**src/rtl/dma_tlp_gen_if.sv**
```systemverilog
// Request, payload-FIFO and TX-FIFO signals of the DMA TLP generator.
// The master side issues requests and owns both FIFOs; the slave side is the generator.
interface dma_tlp_gen_if;
  logic        req_valid;
  logic        req_ready;
  logic        req_write;
  logic [31:0] req_addr;
  logic [15:0] req_len_dw;
  logic [7:0]  req_tag;
  logic [15:0] requester_id;
  logic        req_done;
  logic [63:0] pl_data;
  logic        pl_empty;
  logic        pl_rd;
  logic        fifo_full;
  logic        tx_dv;
  logic        tx_st_in;
  logic        tx_end_in;
  logic        tx_dwen_in;
  logic [63:0] tx_data_in;

  modport master (
    output req_valid, req_write, req_addr, req_len_dw, req_tag, requester_id,
    output pl_data, pl_empty, fifo_full,
    input  req_ready, req_done, pl_rd,
    input  tx_dv, tx_st_in, tx_end_in, tx_dwen_in, tx_data_in
  );

  modport slave (
    input  req_valid, req_write, req_addr, req_len_dw, req_tag, requester_id,
    input  pl_data, pl_empty, fifo_full,
    output req_ready, req_done, pl_rd,
    output tx_dv, tx_st_in, tx_end_in, tx_dwen_in, tx_data_in
  );
endinterface

```
**src/rtl/dma_tlp_gen.sv**
```systemverilog
// Turns DMA requests into 3DW MWr/MRd TLPs written as 64-bit words into the TX FIFO,
// splitting at the max payload / read-request size and at every 4KB boundary.
module dma_tlp_gen #(
  parameter int unsigned MAX_PAYLOAD_DW = 32,
  parameter int unsigned MAX_RDREQ_DW   = 128
) (
  input logic          wb_clk,
  input logic          rstn,
  dma_tlp_gen_if.slave bus
);

  typedef enum logic [2:0] {StIdle, StCalc, StHdr0, StHdr1, StData, StDone} state_e;

  state_e      state_q;
  logic        write_q;
  logic [29:0] addr_q;
  logic [15:0] rem_q;
  logic [7:0]  tag_q;
  logic [10:0] len_q;
  logic [9:0]  dcnt_q;
  logic [31:0] hold_q;

  logic [10:0] max_dw;
  logic [10:0] bound_4k;
  logic [10:0] calc_len;
  logic [15:0] rem_next;
  logic [15:0] req_len_eff;
  logic [31:0] dw0;
  logic [31:0] dw1;
  logic        tlp_last;

  always_comb begin
    max_dw   = write_q ? 11'(MAX_PAYLOAD_DW) : 11'(MAX_RDREQ_DW);
    // addr_q holds addr[31:2], so DWs left in the current 4KB page is 1024 - addr[11:2]
    bound_4k = 11'd1024 - {1'b0, addr_q[9:0]};
    calc_len = max_dw;
    if (bound_4k < calc_len) calc_len = bound_4k;
    if (rem_q < {5'd0, calc_len}) calc_len = rem_q[10:0];
    rem_next    = rem_q - {5'd0, len_q};
    req_len_eff = bus.req_write ? {bus.req_len_dw[15:1], 1'b0} : bus.req_len_dw;
    dw0 = {(write_q ? 8'h40 : 8'h00), 14'd0, len_q[9:0]};
    dw1 = {bus.requester_id, (write_q ? 8'h00 : tag_q), ((len_q == 11'd1) ? 4'h0 : 4'hF), 4'hF};
    tlp_last = ((state_q == StHdr1) && !write_q) || ((state_q == StData) && (dcnt_q == 10'd1));
  end

  assign bus.req_ready = (state_q == StIdle);
  assign bus.pl_rd     = !bus.pl_empty &&
                         (((state_q == StHdr1) && write_q) ||
                          ((state_q == StData) && (dcnt_q != 10'd1)));

  always_ff @(posedge wb_clk or negedge rstn) begin
    if (!rstn) begin
      state_q        <= StIdle;
      write_q        <= 1'b0;
      addr_q         <= '0;
      rem_q          <= '0;
      tag_q          <= '0;
      len_q          <= '0;
      dcnt_q         <= '0;
      hold_q         <= '0;
      bus.tx_dv      <= 1'b0;
      bus.tx_st_in   <= 1'b0;
      bus.tx_end_in  <= 1'b0;
      bus.tx_dwen_in <= 1'b0;
      bus.tx_data_in <= '0;
      bus.req_done   <= 1'b0;
    end else begin
      bus.tx_dv      <= 1'b0;
      bus.tx_st_in   <= 1'b0;
      bus.tx_end_in  <= 1'b0;
      bus.tx_dwen_in <= 1'b0;
      bus.req_done   <= 1'b0;

      unique case (state_q)
        StIdle: begin
          if (bus.req_valid) begin
            write_q <= bus.req_write;
            addr_q  <= bus.req_addr[31:2];
            tag_q   <= bus.req_tag;
            rem_q   <= req_len_eff;
            if (req_len_eff == 16'd0) begin
              state_q      <= StDone;
              bus.req_done <= 1'b1;
            end else begin
              state_q <= StCalc;
            end
          end
        end
        StCalc: begin
          len_q   <= calc_len;
          state_q <= StHdr0;
        end
        StHdr0: begin
          if (!bus.fifo_full) begin
            bus.tx_dv      <= 1'b1;
            bus.tx_st_in   <= 1'b1;
            bus.tx_data_in <= {dw0, dw1};
            state_q        <= StHdr1;
          end
        end
        StHdr1: begin
          if (!write_q) begin
            bus.tx_dv      <= 1'b1;
            bus.tx_end_in  <= 1'b1;
            bus.tx_dwen_in <= 1'b1;
            bus.tx_data_in <= {addr_q, 2'b00, 32'h0};
          end else if (!bus.pl_empty) begin
            bus.tx_dv      <= 1'b1;
            bus.tx_data_in <= {addr_q, 2'b00, bus.pl_data[63:32]};
            hold_q         <= bus.pl_data[31:0];
            dcnt_q         <= len_q[10:1];
            state_q        <= StData;
          end
        end
        StData: begin
          if (dcnt_q == 10'd1) begin
            bus.tx_dv      <= 1'b1;
            bus.tx_end_in  <= 1'b1;
            bus.tx_dwen_in <= 1'b1;
            bus.tx_data_in <= {hold_q, 32'h0};
          end else if (!bus.pl_empty) begin
            bus.tx_dv      <= 1'b1;
            bus.tx_data_in <= {hold_q, bus.pl_data[63:32]};
            hold_q         <= bus.pl_data[31:0];
            dcnt_q         <= dcnt_q - 10'd1;
          end
        end
        StDone: state_q <= StIdle;
        default: state_q <= StIdle;
      endcase

      // Bookkeeping shared by the MRd header word and the final MWr data word
      if (tlp_last) begin
        addr_q <= addr_q + 30'(len_q);
        rem_q  <= rem_next;
        if (!write_q) tag_q <= tag_q + 8'd1;
        if (rem_next != 16'd0) begin
          state_q <= StCalc;
        end else begin
          state_q      <= StDone;
          bus.req_done <= 1'b1;
        end
      end
    end
  end

endmodule

```
**src/flat_wrapper.sv**
```systemverilog
// flat-port wrapper written by rule: the top's interface ports become plain ports
module dma_tlp_gen_flat 
#(
  parameter int unsigned MAX_PAYLOAD_DW = 32,
  parameter int unsigned MAX_RDREQ_DW   = 128
)
  (wb_clk, rstn, bus_req_valid, bus_req_write, bus_req_addr, bus_req_len_dw, bus_req_tag, bus_requester_id, bus_pl_data, bus_pl_empty, bus_fifo_full, bus_req_ready, bus_req_done, bus_pl_rd, bus_tx_dv, bus_tx_st_in, bus_tx_end_in, bus_tx_dwen_in, bus_tx_data_in);
  dma_tlp_gen_if bus_i ();
  input logic wb_clk;
  input logic rstn;
  input wire logic [$bits(bus_i.req_valid)-1:0] bus_req_valid;
  input wire logic [$bits(bus_i.req_write)-1:0] bus_req_write;
  input wire logic [$bits(bus_i.req_addr)-1:0] bus_req_addr;
  input wire logic [$bits(bus_i.req_len_dw)-1:0] bus_req_len_dw;
  input wire logic [$bits(bus_i.req_tag)-1:0] bus_req_tag;
  input wire logic [$bits(bus_i.requester_id)-1:0] bus_requester_id;
  input wire logic [$bits(bus_i.pl_data)-1:0] bus_pl_data;
  input wire logic [$bits(bus_i.pl_empty)-1:0] bus_pl_empty;
  input wire logic [$bits(bus_i.fifo_full)-1:0] bus_fifo_full;
  output wire logic [$bits(bus_i.req_ready)-1:0] bus_req_ready;
  output wire logic [$bits(bus_i.req_done)-1:0] bus_req_done;
  output wire logic [$bits(bus_i.pl_rd)-1:0] bus_pl_rd;
  output wire logic [$bits(bus_i.tx_dv)-1:0] bus_tx_dv;
  output wire logic [$bits(bus_i.tx_st_in)-1:0] bus_tx_st_in;
  output wire logic [$bits(bus_i.tx_end_in)-1:0] bus_tx_end_in;
  output wire logic [$bits(bus_i.tx_dwen_in)-1:0] bus_tx_dwen_in;
  output wire logic [$bits(bus_i.tx_data_in)-1:0] bus_tx_data_in;
  assign bus_i.req_valid = bus_req_valid;
  assign bus_i.req_write = bus_req_write;
  assign bus_i.req_addr = bus_req_addr;
  assign bus_i.req_len_dw = bus_req_len_dw;
  assign bus_i.req_tag = bus_req_tag;
  assign bus_i.requester_id = bus_requester_id;
  assign bus_i.pl_data = bus_pl_data;
  assign bus_i.pl_empty = bus_pl_empty;
  assign bus_i.fifo_full = bus_fifo_full;
  assign bus_req_ready = bus_i.req_ready;
  assign bus_req_done = bus_i.req_done;
  assign bus_pl_rd = bus_i.pl_rd;
  assign bus_tx_dv = bus_i.tx_dv;
  assign bus_tx_st_in = bus_i.tx_st_in;
  assign bus_tx_end_in = bus_i.tx_end_in;
  assign bus_tx_dwen_in = bus_i.tx_dwen_in;
  assign bus_tx_data_in = bus_i.tx_data_in;
  dma_tlp_gen #(.MAX_PAYLOAD_DW(MAX_PAYLOAD_DW), .MAX_RDREQ_DW(MAX_RDREQ_DW)) u_core (.wb_clk(wb_clk), .rstn(rstn), .bus(bus_i));
endmodule
```
**config.mk**
```make
export PLATFORM = sky130hd
export DESIGN_NAME = dma_tlp_gen_flat
export DESIGN_NICKNAME = d
export VERILOG_FILES = /design/src/rtl/dma_tlp_gen_if.sv /design/src/rtl/dma_tlp_gen.sv /design/src/flat_wrapper.sv
export SDC_FILE = /design/constraint.sdc
export NUM_CORES = 1
export LEC_CHECK = 0
export CORE_AREA = 4 4 140 142
export CTS_CLUSTER_DIAMETER = 50
export DETAILED_ROUTE_END_ITERATION = 8
export DIE_AREA = 0 0 144 146
export MAX_ROUTING_LAYER = met4
export PLACE_DENSITY_LB_ADDON = 0.08
export SYNTH_ARGS = -nofsm -noshare
export SYNTH_HDL_FRONTEND = slang
export SYNTH_SLANG_ARGS = --single-unit
```
**constraint.sdc**
```tcl
create_clock -name wb_clk -period 7.8 [get_ports wb_clk]
set_clock_uncertainty 0.1 [all_clocks]
set_input_delay 1.56 -clock wb_clk [delete_from_list [all_inputs] [get_ports wb_clk]]
set_output_delay 1.56 -clock wb_clk [all_outputs]
set_load 0.05 [all_outputs]
```
==> summary.md <==
| Metric | Value |
|---|---|
| Leak pwr | 5.50 nW |
| Crit. End Element | primary output |
| Commonest non-fill, non-tap cells in the layout | clkdlybuf4s50_1 (209), nand2_1 (191), nor2_1 (184) |
| Final setup margin | 2.28 ns |
| GPL Wtd Cong | 0.887 |
| Netlist cell types | 74 |
| Critical R2R Capture | u_core.len_q[1] |
| Core footprint | between 0.015 and 0.02 sq mm |
| Post-CTS Hold Buffers | 0 |
| Clock-pin slew on the worst setup and hold paths | 0.07 ns |
| Main combinational cell family by area after synthesis | simple AND/OR/NAND/NOR gates |
| Worst-Margin Slew | 0.977 ns |
| Normalized max-slew margin | 34.4% |
| # DRC | 0 |
| # setup viols final | 0 |
| Initial antenna violation count | 0 |
| Seq/Total Area, Yosys | between 40% and 50% |
| Num Clock Sinks | 179 |
| HP Class | register to register |
| Syn_area_per_cell | 8.66 sq um |
| Syn Inst Count | 1161 |
| Post-synthesis mux area share | approximately 1.9% |
| Final non-filler cell total | 1585 |
| Total track usage | 28.9% |
| Most common cell after layout, fill and taps aside | clkdlybuf4s50_1 |
| Synth area leader | dfrtp_1 |
| Final Max Tran Viols | 0 |
| TritonCTS Buffers | 17 |
| H-tree Lvls | 4 |
| Wire per inst | 18.8 um |
| CP Data Required Time | 6.14 ns |
| Post-DP HPWL | 20400 um |
| Synth Area in Adders | 5.00% |
| Fmax | ~180 MHz |
| Post-Syn Area | 0.0101 sq mm |
| Vias per std cell | 5.99 |
| CTS tree | yes |
| DIE HEIGHT | 146 um |
| Hold_sp | u_core.hold_q[12] |
| Final Hold Viols | 0 |
| Outcome | finished, final reports clean |
| Nets | 1520 |
| ANT cells | 0 |
| Vias in the first global route | 9170 |
| Maximum clock insertion buffer count | 2 |
| # IOs | around 210 |
| Synth top area cells | dfrtp_1 (45%), nand2_1 (7.2%), nor2_1 (6.9%) |
| WHS Path Cells | 2 |
| Simple-gate share of the synthesized area | between 20 and 25% |
| CP Launch Point | bus_pl_empty |
| Setup tns final | 0 ns |
| PwrDens | 481 mW/mm^2 |
| Post-synth EDFFs | 0 |
| Input/output buffers | 210 |
| Yosys top cell area share | between 40% and 50% |
| Maxcap violations | 0 |
| Total gr overflow | 0 |
| Die width | 144 um |
| Worst Hold End | u_core.hold_q[12] |
| Final hold slack | 0.379 ns |
| Via count | 9502 |
| Layout cells sized above 1 | 5.63% |
| Arr. time, crit path | 3.86 ns |
| Die area | 0.0210 sq mm |
| Peak VDD IR | 0.206 mV |
| Max Fanout on Critical Path | 42 |
| RSZ-0062 raised after global routing | no |
| Largest net degree at the start of global routing | 107 |
| Post-DRT Antenna Nets | 0 |
| Crit Path Category | primary input to primary output |
| # Post-CTS Setup Buffers | 0 |
| Iteration-0 DRC Markers | 571 |
| Startpoint Class | primary input |
| Number of synthesized register bits | 179 |
| Final WL | approximately 30000 um |
| Starting density of the core | 54.5% |
| XOR/XNOR Fraction of Synth Area | under 10% |
| Row cnt | 50 |
| Post-route minimum period | 5.52 ns |
| Pre-antenna DRT Iters | 6 |
| First-pass GRT wire length | about 47000 um |
| Top FF cell, synth | dfrtp_1 |
| Final period util | 70.8% |
| Reg2reg start | u_core.addr_q[0] |
| Synth Area in Compound Gates | 20.8% |
| Worst-Skew Late Latency | 0.44 ns |
| Resized cells post-CTS | 0 |
| Placed insts | 1554 |
| Root Buffer | clkbuf_16 |
| Area Overhead vs Synth | 28.5% |
| Post-Place Worst Slack | 2.34 ns |
| Synth warn | 0 |
| FFs w/ async S/R, synth | 100% |
| R2R Setup Slk | 3.24 ns |
| Worst reg2reg path depth | 16 |
==> synth_stat cells (9+ instances only) <==
| cell | count |
|---|---|
| a211oi_1 | 16 |
| a21o_1 | 12 |
| a21oi_1 | 54 |
| a221oi_1 | 47 |
| a22oi_1 | 15 |
| a311oi_1 | 18 |
| a31oi_1 | 24 |
| and3_1 | 12 |
| buf_1 | 9 |
| clkbuf_1 | 55 |
| dfrtp_1 | 179 |
| ha_1 | 37 |
| inv_1 | 32 |
| mux2i_1 | 11 |
| nand2_1 | 192 |
| nand2b_1 | 11 |
| nand3_1 | 20 |
| nor2_1 | 185 |
| nor3_1 | 32 |
| o21ai_0 | 48 |
| o22ai_1 | 9 |
| xnor2_1 | 11 |
==> power by group <==
part           switching, mW  internal (mW)  total, mW
Combinational           2.22           1.29       3.51
Clock                  0.394          0.511      0.905
Sequential             0.430           1.38       1.81
Total                   3.04           3.18       6.22
==> how the worst max path moves through the flow <==
stage	endpoint	slack, ns
floorplan	bus_pl_rd	3.56
global route	bus_pl_rd	2.20
detailed placement	bus_pl_rd	2.34
CTS	bus_pl_rd	2.34
finish	bus_pl_rd	2.28
global placement	bus_pl_rd	2.34
==> worst max-delay path: stages <==
cell and delay [ns]:
clkdlybuf4s50_1 0.46, nand2b_2 0.21, inv_2 0.65, clkdlybuf4s50_1 0.95
==> through the flow <==
| stage | util [%] | power, mW | area [sq um] |
|---|---|---|---|
| 6_report | 70.0 | 6.22 | 12900 |
| 5_1_grt | 70.0 | 6.67 | 12900 |
| 4_1_cts | 70.0 | 6.21 | 12900 |
| 3_5_place_dp | 66.8 | 5.29 | 12300 |
| 3_3_place_gp | 66.8 | 5.20 | 12300 |
| 2_1_floorplan | - | 4.23 | 10100 |
==> cell families after synthesis <==
group           Yosys count
compound gates          297
other cells               1
simple gates            510
buf+inv                 100
fa+ha+maj                39
mux                      18
xor+xnor                 17
flops                   179
==> routing by layer <==
metal  vias to the layer above  track usage, %  routed length, um
met2                       332            46.2              14100
met4                         0            7.58                600
li1                       4524               -                  -
met3                        43            5.13               2070
met1                      4603            38.1              13000
met5                         -               -                  0
==> cell type report <==
class                   instances  area (sq um)
fillers                      1511          5530
multi-input cells             884          5220
flip-flops and latches        179          4480
repair buffers                223          2200
clock buffers                  19           433
well taps                     234           293
clock inverters                12           169
inverters                      34           128
==> registers in the layout, indices dropped and copies added, names as in the netlist <==
signal                 flops
u_core.tag_q               8
u_core.bus.req_done        1
u_core.len_q              11
u_core.bus.tx_dv           1
u_core.rem_q              16
u_core.bus.tx_end_in       1
u_core.addr_q             30
u_core.write_q             1
u_core.bus.tx_st_in        1
u_core.hold_q             32
u_core.dcnt_q             10
u_core.state_q             3
u_core.bus.tx_data_in     64
(Power assumes the default switching activity.)
